File: src/rtl/apb_pkg.sv
// rtl/apb_pkg.sv - shared APB types and default widths
package apb_pkg;

  localparam int APB_ADDR_W = 5;
  localparam int APB_DATA_W = 32;

  typedef enum logic [1:0] {
    IDLE   = 2'b00,
    SETUP  = 2'b01,
    ACCESS = 2'b10
  } apb_state_e;

  typedef struct packed {
    logic [APB_DATA_W-1:0] rdata;
    logic                  err;
    logic                  timeout;
  } apb_rsp_t;

endpackage

File: src/rtl/apb_master_bridge_if.sv
// rtl/apb_master_bridge_if.sv - request/response port and APB bus bundle
interface apb_master_bridge_if
  import apb_pkg::*;
#(
  parameter int ADDR_W = APB_ADDR_W,
  parameter int DATA_W = APB_DATA_W
);

  logic              req_valid;
  logic              req_ready;
  logic              req_write;
  logic [ADDR_W-1:0] req_addr;
  logic [DATA_W-1:0] req_wdata;
  logic              rsp_valid;
  logic [DATA_W-1:0] rsp_rdata;
  logic              rsp_err;
  logic              rsp_timeout;
  logic [ADDR_W-1:0] Paddr;
  logic              Pselx;
  logic              Penable;
  logic              Pwrite;
  logic [DATA_W-1:0] Pwdata;
  logic              Pready;
  logic              Pslverr;
  logic [DATA_W-1:0] Prdata;

  modport master (
    input  req_valid, req_write, req_addr, req_wdata, Pready, Pslverr, Prdata,
    output req_ready, rsp_valid, rsp_rdata, rsp_err, rsp_timeout,
    output Paddr, Pselx, Penable, Pwrite, Pwdata
  );

  modport slave (
    output req_valid, req_write, req_addr, req_wdata, Pready, Pslverr, Prdata,
    input  req_ready, rsp_valid, rsp_rdata, rsp_err, rsp_timeout,
    input  Paddr, Pselx, Penable, Pwrite, Pwdata
  );

endinterface

File: src/rtl/apb_wait_timer.sv
// rtl/apb_wait_timer.sv - saturating ACCESS wait-state counter with expiry flag
module apb_wait_timer #(
  parameter int TIMEOUT_CYC = 16
) (
  input  logic clk,
  input  logic rst,
  input  logic clr,
  input  logic en,
  output logic expire
);

  localparam int CNT_W = (TIMEOUT_CYC > 0) ? $clog2(TIMEOUT_CYC + 1) : 1;
  localparam logic [CNT_W-1:0] LIMIT = CNT_W'(TIMEOUT_CYC);

  logic [CNT_W-1:0] cnt_q, cnt_d;

  always_comb begin
    cnt_d = cnt_q;
    if (clr) begin
      cnt_d = '0;
    end else if (en && (cnt_q != LIMIT)) begin
      cnt_d = cnt_q + 1'b1;
    end
  end

  always_ff @(posedge clk) begin
    if (rst) begin
      cnt_q <= '0;
    end else begin
      cnt_q <= cnt_d;
    end
  end

  // Fires on the waiting edge that would bring the count up to TIMEOUT_CYC.
  assign expire = (TIMEOUT_CYC != 0) && en && (cnt_q >= LIMIT - 1'b1);

endmodule

File: src/rtl/apb_master_bridge.sv
// rtl/apb_master_bridge.sv - single-outstanding APB requester with wait-state timeout
module apb_master_bridge
  import apb_pkg::*;
#(
  parameter int ADDR_W      = APB_ADDR_W,
  parameter int DATA_W      = APB_DATA_W,
  parameter int TIMEOUT_CYC = 16
) (
  input logic                 Pclk,
  input logic                 Prst,
  apb_master_bridge_if.master bus
);

  apb_state_e        state_q, state_d;
  logic [ADDR_W-1:0] paddr_q, paddr_d;
  logic              pwrite_q, pwrite_d;
  logic [DATA_W-1:0] pwdata_q, pwdata_d;
  logic              psel_q, psel_d;
  logic              penable_q, penable_d;
  logic              rsp_valid_q, rsp_valid_d;
  logic [DATA_W-1:0] rsp_rdata_q, rsp_rdata_d;
  logic              rsp_err_q, rsp_err_d;
  logic              rsp_timeout_q, rsp_timeout_d;
  logic              timer_clr, timer_en, timer_expire;

  apb_wait_timer #(.TIMEOUT_CYC(TIMEOUT_CYC)) u_wait_timer (
    .clk    (Pclk),
    .rst    (Prst),
    .clr    (timer_clr),
    .en     (timer_en),
    .expire (timer_expire)
  );

  always_comb begin
    state_d       = state_q;
    paddr_d       = paddr_q;
    pwrite_d      = pwrite_q;
    pwdata_d      = pwdata_q;
    psel_d        = psel_q;
    penable_d     = penable_q;
    rsp_valid_d   = 1'b0;
    rsp_rdata_d   = rsp_rdata_q;
    rsp_err_d     = rsp_err_q;
    rsp_timeout_d = rsp_timeout_q;
    timer_clr     = 1'b0;
    timer_en      = 1'b0;
    case (state_q)
      IDLE: begin
        if (bus.req_valid) begin
          state_d   = SETUP;
          paddr_d   = bus.req_addr;
          pwrite_d  = bus.req_write;
          pwdata_d  = bus.req_write ? bus.req_wdata : '0;
          psel_d    = 1'b1;
          penable_d = 1'b0;
          timer_clr = 1'b1;
        end
      end
      SETUP: begin
        state_d   = ACCESS;
        penable_d = 1'b1;
      end
      ACCESS: begin
        timer_en = !bus.Pready;
        // Pready is checked first so a completion on the expiry edge wins.
        if (bus.Pready) begin
          state_d       = IDLE;
          psel_d        = 1'b0;
          penable_d     = 1'b0;
          rsp_valid_d   = 1'b1;
          rsp_err_d     = bus.Pslverr;
          rsp_timeout_d = 1'b0;
          rsp_rdata_d   = (!pwrite_q && !bus.Pslverr) ? bus.Prdata : '0;
        end else if (timer_expire) begin
          state_d       = IDLE;
          psel_d        = 1'b0;
          penable_d     = 1'b0;
          rsp_valid_d   = 1'b1;
          rsp_err_d     = 1'b1;
          rsp_timeout_d = 1'b1;
          rsp_rdata_d   = '0;
        end
      end
      default: begin
        state_d   = IDLE;
        psel_d    = 1'b0;
        penable_d = 1'b0;
      end
    endcase
  end

  always_ff @(posedge Pclk) begin
    if (Prst) begin
      state_q       <= IDLE;
      paddr_q       <= '0;
      pwrite_q      <= 1'b0;
      pwdata_q      <= '0;
      psel_q        <= 1'b0;
      penable_q     <= 1'b0;
      rsp_valid_q   <= 1'b0;
      rsp_rdata_q   <= '0;
      rsp_err_q     <= 1'b0;
      rsp_timeout_q <= 1'b0;
    end else begin
      state_q       <= state_d;
      paddr_q       <= paddr_d;
      pwrite_q      <= pwrite_d;
      pwdata_q      <= pwdata_d;
      psel_q        <= psel_d;
      penable_q     <= penable_d;
      rsp_valid_q   <= rsp_valid_d;
      rsp_rdata_q   <= rsp_rdata_d;
      rsp_err_q     <= rsp_err_d;
      rsp_timeout_q <= rsp_timeout_d;
    end
  end

  assign bus.req_ready   = (state_q == IDLE);
  assign bus.Paddr       = paddr_q;
  assign bus.Pwrite      = pwrite_q;
  assign bus.Pwdata      = pwdata_q;
  assign bus.Pselx       = psel_q;
  assign bus.Penable     = penable_q;
  assign bus.rsp_valid   = rsp_valid_q;
  assign bus.rsp_rdata   = rsp_rdata_q;
  assign bus.rsp_err     = rsp_err_q;
  assign bus.rsp_timeout = rsp_timeout_q;

endmodule
File: src/flat_wrapper.sv
// flat-port wrapper written by rule: the top's interface ports become plain ports
module apb_master_bridge_flat import apb_pkg::*;
#(
  parameter int ADDR_W      = APB_ADDR_W,
  parameter int DATA_W      = APB_DATA_W,
  parameter int TIMEOUT_CYC = 16
)
  (Pclk, Prst, bus_req_valid, bus_req_write, bus_req_addr, bus_req_wdata, bus_Pready, bus_Pslverr, bus_Prdata, bus_req_ready, bus_rsp_valid, bus_rsp_rdata, bus_rsp_err, bus_rsp_timeout, bus_Paddr, bus_Pselx, bus_Penable, bus_Pwrite, bus_Pwdata);
  apb_master_bridge_if #(.ADDR_W(ADDR_W), .DATA_W(DATA_W)) bus_i ();
  input logic Pclk;
  input logic Prst;
  input wire logic [$bits(bus_i.req_valid)-1:0] bus_req_valid;
  input wire logic [$bits(bus_i.req_write)-1:0] bus_req_write;
  input wire logic [$bits(bus_i.req_addr)-1:0] bus_req_addr;
  input wire logic [$bits(bus_i.req_wdata)-1:0] bus_req_wdata;
  input wire logic [$bits(bus_i.Pready)-1:0] bus_Pready;
  input wire logic [$bits(bus_i.Pslverr)-1:0] bus_Pslverr;
  input wire logic [$bits(bus_i.Prdata)-1:0] bus_Prdata;
  output wire logic [$bits(bus_i.req_ready)-1:0] bus_req_ready;
  output wire logic [$bits(bus_i.rsp_valid)-1:0] bus_rsp_valid;
  output wire logic [$bits(bus_i.rsp_rdata)-1:0] bus_rsp_rdata;
  output wire logic [$bits(bus_i.rsp_err)-1:0] bus_rsp_err;
  output wire logic [$bits(bus_i.rsp_timeout)-1:0] bus_rsp_timeout;
  output wire logic [$bits(bus_i.Paddr)-1:0] bus_Paddr;
  output wire logic [$bits(bus_i.Pselx)-1:0] bus_Pselx;
  output wire logic [$bits(bus_i.Penable)-1:0] bus_Penable;
  output wire logic [$bits(bus_i.Pwrite)-1:0] bus_Pwrite;
  output wire logic [$bits(bus_i.Pwdata)-1:0] bus_Pwdata;
  assign bus_i.req_valid = bus_req_valid;
  assign bus_i.req_write = bus_req_write;
  assign bus_i.req_addr = bus_req_addr;
  assign bus_i.req_wdata = bus_req_wdata;
  assign bus_i.Pready = bus_Pready;
  assign bus_i.Pslverr = bus_Pslverr;
  assign bus_i.Prdata = bus_Prdata;
  assign bus_req_ready = bus_i.req_ready;
  assign bus_rsp_valid = bus_i.rsp_valid;
  assign bus_rsp_rdata = bus_i.rsp_rdata;
  assign bus_rsp_err = bus_i.rsp_err;
  assign bus_rsp_timeout = bus_i.rsp_timeout;
  assign bus_Paddr = bus_i.Paddr;
  assign bus_Pselx = bus_i.Pselx;
  assign bus_Penable = bus_i.Penable;
  assign bus_Pwrite = bus_i.Pwrite;
  assign bus_Pwdata = bus_i.Pwdata;
  apb_master_bridge #(.ADDR_W(ADDR_W), .DATA_W(DATA_W), .TIMEOUT_CYC(TIMEOUT_CYC)) u_core (.Pclk(Pclk), .Prst(Prst), .bus(bus_i));
endmodule
File: config.mk
export PLATFORM = sky130hd
export DESIGN_NAME = apb_master_bridge_flat
export DESIGN_NICKNAME = d
export VERILOG_FILES = /design/src/rtl/apb_pkg.sv /design/src/rtl/apb_master_bridge_if.sv /design/src/rtl/apb_wait_timer.sv /design/src/rtl/apb_master_bridge.sv /design/src/flat_wrapper.sv
export SDC_FILE = /design/constraint.sdc
export NUM_CORES = 1
export LEC_CHECK = 0
export ABC_CLOCK_PERIOD_IN_PS = 1900
export CAP_MARGIN = 20
export CORE_UTILIZATION = 39
export CTS_CLUSTER_DIAMETER = 60
export DETAILED_ROUTE_END_ITERATION = 8
export PLACE_DENSITY = 0.9
export SETUP_SLACK_MARGIN = 0.3
export SYNTH_ARGS = -nofsm -noshare
export SYNTH_HDL_FRONTEND = slang
export SYNTH_SLANG_ARGS = --single-unit
File: constraint.sdc
create_clock -name Pclk -period 1.9 [get_ports Pclk]
set_input_delay 0.475 -clock Pclk [delete_from_list [all_inputs] [get_ports Pclk]]
set_output_delay 0.475 -clock Pclk [all_outputs]
set_load 0.1 [all_outputs]
---- Yosys cells after proc, flatten, opt, wreduce, memory -nomap -nowiden ----
Cells that the tools add are included.
storage, ports and cells
  register bits after elaboration ......... 82
  word-level logic and storage cells ...... 56
cells by class
  add/subtract/negate cells ............... 1
  $lt $le $gt $ge ......................... 1
  equality and inequality tests ........... 5
  muxes and demuxes ....................... 22
  bitwise logic cells ..................... 2
  reduce and logical (&&, ||, !) cells .... 14
operator list
  cell                                                                     count
  32-bit two-way mux                                                       4
  1-bit two-way mux                                                        12
  2-bit two-way mux                                                        3
  1-bit one-hot mux with 3 select lines                                    2
  2-bit one-hot mux with 3 select lines                                    1
  2-bit AND reduction                                                      3
  5-bit by 1-bit adder with 5-bit output, second input constant            1
  5-bit by 4-bit >= comparator with 1-bit output, second input constant    1
  5-bit inequality test, second input constant                             1
  2-bit OR reduction                                                       2
  1-bit logical AND                                                        3
  1-bit logical NOT                                                        3
  3-bit by 2-bit inequality test with 1-bit output, second input constant  1
  3-bit AND reduction                                                      1
  2-bit by 1-bit == test with 1-bit output, second input constant          1
  2-bit == test, second input constant                                     1
  2-bit logical NOT                                                        1
  2-bit inequality test, second input constant                             1
  1-bit NOT                                                                2
  2-bit nonzero test                                                       1

---- Depth between registers and ports, before layout ----
  depth in word-level cells ............... 6
  gate-level depth with buffers ........... 7
  mapped depth without buffers ............ 6

---- Hierarchy ----
A second synthesis with hierarchy kept.
unflattened totals
  cell total of the unflattened synthesis .. 303
  area, all modules ....................... 2980.4 um^2
by module, submodules not included
  module             instances  cells each  area an instance (um^2)  seq. area each (um^2)
  apb_master_bridge  1          270         2668.8                   1521.5
  apb_wait_timer     1          33          311.5                    100.1

---- Least setup slack after synthesis ----
Ideal clock, no wire load.
  path kind ............................... flip-flop to output port
  start ................................... register u_core.bus.Penable (netlist name)
  end ..................................... output bus_req_ready
  arrival ................................. 2.197 ns
  setup slack ............................. -0.772 ns
  cell stages (with the launch flop) ...... 3
  buffers on the path ..................... 1
  path through ............................ dfxtp_1 > buf_6 > nor2_1
RTL lines
  item           line                RTL
  end, declared  flat_wrapper.sv:19  output wire logic [$bits(bus_i.req_ready)-1:0] bus_req_ready;

---- Worst setup path in the final report ----
  start ................................... register u_core.u_wait_timer.cnt_q[1]
  end ..................................... register u_core.rsp_rdata_q[25] (netlist: u_core.bus.rsp_rdata[25])
between the ends
  word-level cells in the longest chain between the ends .. 4
RTL lines
  item                                            line                      RTL
  start, declared                                 apb_wait_timer.sv:15      logic [CNT_W-1:0] cnt_q, cnt_d;
  start signal, assigned                          apb_wait_timer.sv:30      cnt_q <= cnt_d;
  5-bit by 4-bit >= comparator with 1-bit output  apb_wait_timer.sv:35      assign expire = (TIMEOUT_CYC != 0) && en && (cnt_q >= LIMIT - 1'b1);
  1-bit logical AND                               apb_wait_timer.sv:35
  2-bit nonzero test (no line)                    --
  2-bit AND reduction (no line)                   --
  end signal, assigned                            apb_master_bridge.sv:112  rsp_rdata_q <= rsp_rdata_d;
  end, declared                                   apb_master_bridge.sv:21   logic [DATA_W-1:0] rsp_rdata_q, rsp_rdata_d;
No other way between the ends.
A chain may end at the register's enable or synchronous reset.

==> summary.txt <==
Status = complete, no violations
Initial antenna violation count = 1
Fin crit period = 1.67 ns
RSZ-0062 raised after global routing = yes
PwrDens = 705 nW/um^2
Adder-cell share of the synthesized area = 0.0134
Port Buf Inserts = 150
Synth Instances = 257
Nets = 499
Number of vias per cell = 5.41
H-Tree Level Count = 3
Placed Cells = 494
Hold crit path type = reg2reg
Tot GR Track Use = 0.253
Part of the cycle the worst path needs = 0.877
YS warnings = 0
Max-Slew Margin vs Limit = 0.732
Floorplan row count = 30
CP max stage delay = 0.35 ns
Crit Path Class = reg2reg
DRT Pass-1 Iters = 5
Final Skew = 0.0122 ns
Largest family of logic cells by synthesized area = compound AO/OA/AOI/OAI gates
Ratio of cells with drive above 1 in the final layout = 0.379
Netlist Area Pre-Place = 2810 sq um
Crit path DAT = 1.94 ns
Die Ht = 86.9 microns
Crit start category = flip-flop
Mean routed wirelength per cell = 20.3 microns
Post-synthesis sequential area ratio = 0.577
Number of buffers created by CTS = 9
Clk_lat worst skew = 0.34 ns
Largest cells by area after synthesis = dfxtp_1, a22o_1, o2bb2ai_1, nand2_1, clkbuf_1
Post-route DRC violation count = 0
Total Wirelength = 10.6 mm
Vias in the first global route = 2882
Max Freq = 600 MHz
Max FO, Critical Path = 8
Leakage = 0.00230 uW
Post-synth top area cell = dfxtp_1
Routability Congestion = 0.786
CP max-delay cell = dfxtp_2
Total core area = 6870 sq um
Hold-fix buffers, CTS = 0
Design Area, Final = 6050 sq um
Synthesized Nets = 335
# IOs = 151
Core Util, Final = 0.881
ANT nets after route = 0
Overall Power = 4270 uW
WP data required = 2.17 ns
Clock Tree Root = clkbuf_8
Final Max Tran Viols = 0
Final setup viols = 0
Critical path cell sequence = ha_4 -> and3_4 -> ha_4 -> nor2_4 -> a31oi_4 -> buf_12 -> buf_12 -> buf_16 -> o2bb2ai_2
Yosys reg bits = 81
Post-Synth XOR/XNOR Area = 0
Vias = 2822
CP Capture Type = flip-flop
Clock-pin slew on the worst setup and hold paths = 0.08 ns
Die area = 7550 sq um
Post-synthesis compound-gate area fraction = 0.251
Slew @ Worst Pin = 0.397 ns
Largest net degree at the start of global routing = 39
Fin cells = 522
Clock sink count = 81
Peak VDD IR = 0.000542 V
Starting Density = 0.409
Hpwl dp = 6.16 mm
Setup TNS = 0 ns
Yosys cell types = 35
Post-synthesis simple-gate area fraction = 0.114
Clock Tree Buf Depth = 2
Mean post-synth cell area = 10.9 sq um
Filler Cell Count = 296
Placed instance area = 5260 sq um
Die W = 86.9 microns
First-pass GRT wire length = 14.4 mm
Post-synthesis mux area share = 0
Share of the synthesized area in the top cell type = 0.577
Area Growth Syn to Fin = 115%
Final hold viol count = 0
Max-Cap Viols = 0
Total grt overflow = 0
CTS tree = done
First DRT Iteration DRCs = 113
cells in the final DEF, fill, tap and decap left out, types with 2 or more instances in the layout:
cell             instances
a21oi_1                  6
o2bb2ai_2               20
dfxtp_2                  3
dfxtp_1                 77
buf_12                  82
ha_4                     2
buf_6                    3
buf_4                   10
and2_1                   2
o2bb2ai_4                8
a22o_1                  37
clkbuf_8                 9
o2bb2ai_1                4
bufinv_16                3
clkbuf_16                2
buf_16                   3
dlymetal6s2s_1           2
nand2_1                 33
nor3b_1                  2
nor2_4                   2
nor2_1                   2
inv_1                    5
clkdlybuf4s50_1         71
o21ai_0                  5
nand3_1                  4
clkinv_2                 2
power by group:
| group | internal (uW) | switching, uW | leakage (uW) |
|---|---|---|---|
| Sequential | 1750 | 66.9 | 0.000659 |
| Clock | 863 | 624 | 0.000119 |
| Combinational | 421 | 544 | 0.00152 |
| Total | 3030 | 1240 | 0.00230 |
synthesized netlist by cell type (all sizes together):
cell,instances
dfxtp,81
a22o,37
nand2,33
o2bb2ai,32
clkbuf,14
a21oi,7
buf,7
inv,5
nor2,5
o21ai,5
nand3,4
ha,3
nor3b,3
and2,2
a21o,1
a221oi,1
a31oi,1
and3,1
and4bb,1
clkinv,1
nand2b,1
nand4,1
nor4,1
nor4b,1
nor4bb,1
o21a,1
o221a,1
or2,1
or2b,1
or3,1
or3b,1
or4,1
or4bb,1
registers in the layout, summed over array words and instances (netlist names), 5 cells and up:
register and flops:
u_core.bus.Pwdata 32, u_core.bus.rsp_rdata 32, u_core.bus.Paddr 5, u_core.u_wait_timer.cnt_q 5
critical path, delay by kind of cell (launching register included):
| family | cells | cell delay (ns) |
|---|---|---|
| compound gates | 2 | 0.22 |
| fa+ha+maj | 2 | 0.33 |
| buf+inv | 3 | 0.42 |
| flops | 1 | 0.35 |
| simple gates | 2 | 0.29 |
cell type report:
cell class              instances  area (sq um)  share of cell area
repair buffers                174          2630               0.434
diodes                          1          2.50            0.000414
clock buffers                   9           124              0.0205
well taps                      96           120              0.0199
inverters                       6          22.5             0.00372
flip-flops and latches         81          1630               0.269
clock inverters                 6           106              0.0176
multi-input cells             149          1420               0.234
kinds of logic after synthesis:
kind of cell,Yosys count
fa+ha+maj,3
flops,81
buf+inv,27
simple gates,60
compound gates,86
per-layer routing:
metal  wire, microns  track usage  vias to the layer above
li1                -            -                     1270
met1            4010        0.273                     1368
met2            5380        0.442                      151
met3             769       0.0825                       33
met4             424        0.129                        0
met5               0            0                        -
repair_timing:
| action | in CTS | in global routing |
|---|---|---|
| pin swaps | 20 | 5 |
| buffers inserted | 4 | 2 |
| endpoints found under the setup margin | 36 | 66 |
| cloned | 3 | 3 |
| resized for setup | 32 | 25 |
path summary, 6_finish.rpt:
check,startpoint,end,slack [ns],cells past startpoint
setup reg to reg,u_core.u_wait_timer.cnt_q[1],u_core.bus.rsp_rdata[25],0.23,9
hold reg to reg,u_core.bus.rsp_rdata[22],u_core.bus.rsp_rdata[22],0.49,2
setup / recovery,u_core.u_wait_timer.cnt_q[1],u_core.bus.rsp_rdata[25],0.23,9
hold / removal,u_core.bus.rsp_rdata[22],u_core.bus.rsp_rdata[22],0.49,2
stage by stage:
step / hold slack, ns / worst slack (ns)
after floorplan: 0.491 / 0.0704
after global placement: 0.472 / -0.0688
after detailed placement: 0.484 / -0.0731
after CTS: 0.493 / 0.238
after global routing: 0.504 / 0.170
final: 0.489 / 0.234
Power figures use the tool's default switching activity.
